File: config.mk
export PLATFORM = sky130hd
export DESIGN_NAME = life_step_ctrl
export DESIGN_NICKNAME = d
export VERILOG_FILES = /design/src/rtl/life_step_ctrl_pkg.sv /design/src/rtl/life_step_ctrl_btn_debounce.sv /design/src/rtl/life_step_ctrl.sv
export SDC_FILE = /design/constraint.sdc
export NUM_CORES = 1
export LEC_CHECK = 0
export CELL_PAD_IN_SITES_DETAIL_PLACEMENT = 1
export CELL_PAD_IN_SITES_GLOBAL_PLACEMENT = 1
export CORE_UTILIZATION = 37
export DETAILED_ROUTE_END_ITERATION = 10
export HOLD_SLACK_MARGIN = 0.1
export PLACE_DENSITY_LB_ADDON = 0.1
export SLEW_MARGIN = 15
export SYNTH_ARGS = -nofsm -noshare
export SYNTH_HDL_FRONTEND = slang
export SYNTH_HIERARCHICAL = 1
export SYNTH_SLANG_ARGS = --single-unit
File: constraint.sdc
create_clock -name clk -period 1.63 [get_ports clk]
set_input_delay 0.4075 -clock clk [delete_from_list [all_inputs] [get_ports clk]]
set_output_delay 0.4075 -clock clk [all_outputs]
set_load 0.005 [all_outputs]
File: src/rtl/life_step_ctrl_pkg.sv
// Shared definitions for the life step controller: FSM encoding and parameter defaults.
package life_step_ctrl_pkg;

  typedef enum logic [1:0] {
    IDLE    = 2'd0,
    WAIT_VS = 2'd1,
    REQ     = 2'd2
  } state_t;

  localparam int DEBOUNCE_CYCLES_DEF = 250000;
  localparam int GEN_W_DEF           = 16;

endpackage

File: src/rtl/life_step_ctrl_btn_debounce.sv
// Push-button conditioner: two-flop synchronizer, stability debounce and a one-cycle press pulse.
module btn_debounce
  import life_step_ctrl_pkg::*;
#(
  parameter int CYCLES = DEBOUNCE_CYCLES_DEF
) (
  input  logic clk,
  input  logic rst,
  input  logic i_btn,
  output logic o_press
);

  localparam int CW = (CYCLES > 1) ? $clog2(CYCLES) : 1;

  logic [1:0]    r_sync;
  logic [CW-1:0] r_cnt;
  logic          r_db;
  logic          r_press;
  logic          w_diff;
  logic          w_done;

  // r_cnt counts consecutive samples that disagree with the debounced level
  assign w_diff = r_sync[1] ^ r_db;
  assign w_done = w_diff && (r_cnt == CW'(CYCLES - 1));

  always_ff @(posedge clk or posedge rst) begin
    if (rst) begin
      r_sync  <= '0;
      r_cnt   <= '0;
      r_db    <= 1'b0;
      r_press <= 1'b0;
    end else begin
      r_sync  <= {r_sync[0], i_btn};
      r_cnt   <= (w_diff && !w_done) ? r_cnt + CW'(1) : '0;
      if (w_done) r_db <= ~r_db;
      r_press <= w_done & ~r_db;
    end
  end

  assign o_press = r_press;

endmodule

File: src/rtl/life_step_ctrl.sv
// Generation step controller: paces life-engine requests by frame ticks (free-run) or button presses.
// Define LIFE_GEN_COUNT_EN to build the completed-generation counter; otherwise gen_count is tied to 0.
module life_step_ctrl
  import life_step_ctrl_pkg::*;
#(
  parameter int DEBOUNCE_CYCLES = DEBOUNCE_CYCLES_DEF,
  parameter int SPEED_W         = 4,
  parameter int GEN_W           = GEN_W_DEF
) (
  input  logic               clk,
  input  logic               rst,
  input  logic               run_mode,
  input  logic               step_btn,
  input  logic               vsync,
  input  logic [SPEED_W-1:0] speed,
  input  logic               step_ack,
  output logic               step_req,
  output logic               busy,
  output logic [GEN_W-1:0]   gen_count
);

  logic [1:0]         r_rm_sync;
  logic [2:0]         r_vs_sync;
  logic [SPEED_W-1:0] r_frame;
  logic               r_pend;
  logic               r_req;
  state_t             r_state;
  state_t             w_state_n;
  logic               w_run;
  logic               w_tick;
  logic               w_press;
  logic               w_expire;
  logic               w_set;
  logic               w_clr;

  btn_debounce #(.CYCLES(DEBOUNCE_CYCLES)) u_btn (
    .clk     (clk),
    .rst     (rst),
    .i_btn   (step_btn),
    .o_press (w_press)
  );

  // third vsync flop only serves the falling-edge detect
  always_ff @(posedge clk or posedge rst) begin
    if (rst) begin
      r_rm_sync <= '0;
      r_vs_sync <= '1;
    end else begin
      r_rm_sync <= {r_rm_sync[0], run_mode};
      r_vs_sync <= {r_vs_sync[1:0], vsync};
    end
  end

  assign w_run    = r_rm_sync[1];
  assign w_tick   = r_vs_sync[2] & ~r_vs_sync[1];
  assign w_expire = w_run & w_tick & (r_frame == speed);
  assign w_set    = w_expire | (~w_run & w_press);

  always_ff @(posedge clk or posedge rst) begin
    if (rst)          r_frame <= '0;
    else if (!w_run)  r_frame <= '0;
    else if (w_tick)  r_frame <= w_expire ? '0 : r_frame + SPEED_W'(1);
  end

  always_comb begin
    w_state_n = r_state;
    w_clr     = 1'b0;
    unique case (r_state)
      IDLE:    if (r_pend) w_state_n = WAIT_VS;
      WAIT_VS: if (w_tick) begin
        w_state_n = REQ;
        w_clr     = 1'b1;
      end
      REQ:     if (step_ack) w_state_n = IDLE;
      default: w_state_n = IDLE;
    endcase
  end

  // a new request source wins over the clear, so an expiry on the launching tick is kept
  always_ff @(posedge clk or posedge rst) begin
    if (rst) begin
      r_state <= IDLE;
      r_pend  <= 1'b0;
      r_req   <= 1'b0;
    end else begin
      r_state <= w_state_n;
      r_pend  <= (r_pend & ~w_clr) | w_set;
      r_req   <= (w_state_n == REQ);
    end
  end

  assign step_req = r_req;
  assign busy     = r_req;

`ifdef LIFE_GEN_COUNT_EN
  logic [GEN_W-1:0] r_gen;

  always_ff @(posedge clk or posedge rst) begin
    if (rst)                            r_gen <= '0;
    else if (r_state == REQ && step_ack) r_gen <= r_gen + GEN_W'(1);
  end

  assign gen_count = r_gen;
`else
  assign gen_count = '0;
`endif

endmodule

==> impl_metrics.tcl, run 1 <==
set metrics [dict create \
    cts_tree "done" \
    clk_pin_slew_ns 0.08 \
    drive_above_1_share_pct 26.3 \
    clockRootBuffer "clkbuf_8" \
    yosysWarnings 6 \
    register_area_um2 880 \
    period_needed_ns 1.73 \
    violations "DRC, setup timing" \
    fp.dieH_um 70.5 \
    cp-startpoint "u_btn/r_cnt[10]$_DFF_PP0_" \
    fmax_mhz 579 \
    via_per_inst 5.07 \
    p_leak_nw 0.976 \
    overflow 0 \
    fp.coreArea_um2 4440 \
    finalPower_mw 2.10 \
    rsz0062_at_grt "true" \
    first_pass_iters 7 \
    synthArstFlopShare_pct 100 \
    nFillCells 506 \
    synth-compound-area-share_pct 7.64 \
    yosys.area.top_type_share_pct 46.1 \
    die_w_um 70.5 \
    hold_buffers 0 \
    syn_area_um2 1740 \
    cts_max_level 2 \
    wl_per_cell_um 16.0 \
    seq_area_frac_synth_pct 50.6 \
    synth.ff_latch_count 35 \
    antenna_found_initial 0 \
    wl_um 4170 \
    placed_cells 249 \
    port_buffers 11 \
    worstPathArrival_ns 1.91 \
    slowest_stage "dfrtp_1" \
    synth_top_area_cell "dfrtp_1" \
    synth_ff_type "dfrtp_1" \
    gr-usage-all-layers_pct 18.4 \
    end_kind "flip-flop" \
    clock_skew_ns 0.00522 \
    synth_common_cells "32 x dfrtp_1, 19 x nor2_1, 17 x buf_4" \
    synth_edf_count 0 \
    setup_viol 18 \
    synth_fa_ha_area_share_pct 1.44 \
    synth.area.mux_share_pct 0.648 \
    outcome "complete, but fails checks" \
    synth_simple_gate_area_share_pct 21.8 \
    cts_buffers 5 \
    synth.distinct_cells 40 \
    synth_top_family_by_area "simple AND/OR/NAND/NOR gates" \
    via_count 1324 \
    crit_fanout 8 \
    final_util_pct 49.9 \
    tns_ns -1.09 \
    grt_start_max_net_pins 23 \
    antenna_cells_inserted 0 \
    required_ns 1.81 \
    clock-sinks 35 \
    synth.most_common_cell "dfrtp_1" \
    finalWeightedCongestion 0.756 \
    grt_pass1_wl_um 6840 \
    areaGrowthSynthToFinish_pct 27.7 \
    hold_viol 0 \
    start_kind "flip-flop" \
    cpLargestDelayFamily "simple AND/OR/NAND/NOR gates" \
    postSynthAreaPerCell_um2 10.3 \
    nNetsFinal 220 \
    hold_path_class "reg -> reg" \
    drc 6 \
    report.final.slew_viol_count 0 \
    die_area_um2 4970 \
    cap_violations 0 \
    ir_drop_mv 0.459 \
    cts_max_path_buffers 2 \
    r2r_slack_ns -0.1 \
    yosys-top-cells-area "dfrtp_1 46%, buf_4 7.3%, xnor2_1 5.0%" \
    reg2reg_from "u_btn/r_cnt[10]$_DFF_PP0_" \
    insertion_delay_ns 0.29 \
    grt_pass1_vias 1393 \
    ant_nets 0 \
    multiInputGateArea_um2 791 \
    fin_crit_sh_pct 106 \
    layout_setup_ws_ns -0.0964 \
    crit_buf_inv 2 \
    p_per_area_nw_per_um2 947 \
    synthXorXnorAreaFrac_pct 8.57 \
    path_cells "nor4_2, nand3_1, buf_4, o31ai_4, buf_6, nor2_1" \
    critPathMaxStageDelay_ns 0.41 \
    rr_endpoint "u_btn/r_cnt[8]$_DFF_PP0_" \
    crit_end "u_btn/r_cnt[8]$_DFF_PP0_" \
    final_cells 261 \
    cp.depth 6 \
    dpl.hpwl_um 2820 \
    drtIter0Drc 66 \
    num_rows 24 \
    worst-r2r-cell-count 6 \
    start_util_pct 39.1 \
    syn_inst 168 \
    ioPinCount 28 \
    criticalPathCategory "reg -> reg" \
]
-- worst register-to-register path, cell delays in order, from the launching register on --
cell and delay (ns):
dfrtp_1 0.41, nor4_2 0.29, nand3_1 0.15, buf_4 0.16, o31ai_4 0.33, buf_6 0.20, nor2_1 0.07
-- through the flow --
stage	instance area [um2]	worst slack, ns	hold WS [ns]
3_3_place_gp	2010	0.0281	0.338
3_5_place_dp	2010	-0.0432	0.340
4_1_cts	2160	-0.0756	0.359
6_report	2220	-0.0964	0.362
5_1_grt	2220	-0.184	0.365
2_1_floorplan	1800	0.0165	0.282
-- cell usage in the layout (no fill, tap or decap), drive strengths merged, types with 2 or more instances in the layout --
cell,n
xor2,7
buf,27
clkdlybuf4s50,11
xnor2,10
and3,4
nor3b,2
ha,2
or4,2
bufinv,2
conb,16
a21boi,2
nor4,4
nand4,9
o21ai,6
nor2,19
dfstp,3
dfrtp,32
or3,4
o31ai,3
nand2,11
nand3,8
inv,4
a21oi,5
clkbuf,5
-- flip-flops by register name, indices dropped and copies added (netlist names) --
name,flops
u_btn/r_db,1
u_btn/r_cnt,18
busy,1
r_vs_sync,3
u_btn/o_press,1
r_rm_sync,2
r_frame,4
r_state,2
r_pend,1
u_btn/r_sync,2
-- per-layer routing --
metal	GRT usage (%)	share of wire, %	routed length [um]
met5	0	0	0
met4	8.16	1.4	59
met3	4.47	3.5	144
met2	32.6	55	2280
met1	21.2	41	1690
-- power breakdown --
group	total [mW]	internal (mW)	leakage, nW	switching, mW
combinational	0.192	0.0984	0.449	0.0940
clock	0.946	0.610	0.0644	0.336
sequential	0.963	0.921	0.463	0.0424
-- cell families (layout without fill, tap and decap cells) --
group,count (synthesis),after routing
AO/OA/AOI/OAI,19,19
XOR/XNOR,17,17
adder cells (fa/ha/maj),2,2
buffers and inverters,24,50
flip-flops,35,35
multiplexers,1,1
other,1,16
AND/OR/NAND/NOR,69,69
-- worst min-delay path by stage --
stage,endpoint,slack (ns),start,cells after the start
floorplan,busy$_DFF_PP0_,0.28,rst,1
global placement,r_rm_sync[1]$_DFF_PP0_,0.34,r_rm_sync[0]$_DFF_PP0_,0
detailed placement,u_btn/r_sync[1]$_DFF_PP0_,0.34,u_btn/r_sync[0]$_DFF_PP0_,0
CTS,u_btn/r_sync[1]$_DFF_PP0_,0.36,u_btn/r_sync[0]$_DFF_PP0_,0
global route,u_btn/r_sync[1]$_DFF_PP0_,0.36,u_btn/r_sync[0]$_DFF_PP0_,0
finish,r_rm_sync[1]$_DFF_PP0_,0.36,r_rm_sync[0]$_DFF_PP0_,0
-- area by class of cell --
type / instances / share of cell area (%)
Timing Repair Buffer: 38 / 14.9
Inverter: 4 / 0.677
Multi-Input combinational cell: 124 / 35.6
Clock buffer: 5 / 3.10
Tap cell: 52 / 2.93
Clock inverter: 3 / 3.05
Sequential cell: 35 / 39.7
-- timing repair --
item                                    in CTS  in global routing
cloned                                       0                  1
buffers inserted                             1                  2
pin swaps                                    1                  1
endpoints found under the setup margin      14                 20
resized for setup                            2                 10
No activity file was read; power rests on OpenSTA's default activity.
==> inputs of run 2 (changes only) <==
--- a/config.mk
+++ b/config.mk
@@ -5,13 +5,14 @@
 export SDC_FILE = /design/constraint.sdc
 export NUM_CORES = 1
 export LEC_CHECK = 0
+export ABC_CLOCK_PERIOD_IN_PS = 1630
 export CELL_PAD_IN_SITES_DETAIL_PLACEMENT = 1
 export CELL_PAD_IN_SITES_GLOBAL_PLACEMENT = 1
 export CORE_UTILIZATION = 37
 export DETAILED_ROUTE_END_ITERATION = 10
 export HOLD_SLACK_MARGIN = 0.1
 export PLACE_DENSITY_LB_ADDON = 0.1
-export SLEW_MARGIN = 15
+export SLEW_MARGIN = 25
 export SYNTH_ARGS = -nofsm -noshare
 export SYNTH_HDL_FRONTEND = slang
 export SYNTH_HIERARCHICAL = 1
==> results of run 2 <==
No change in the layout: final DEF, timing and power equal those of run 1.
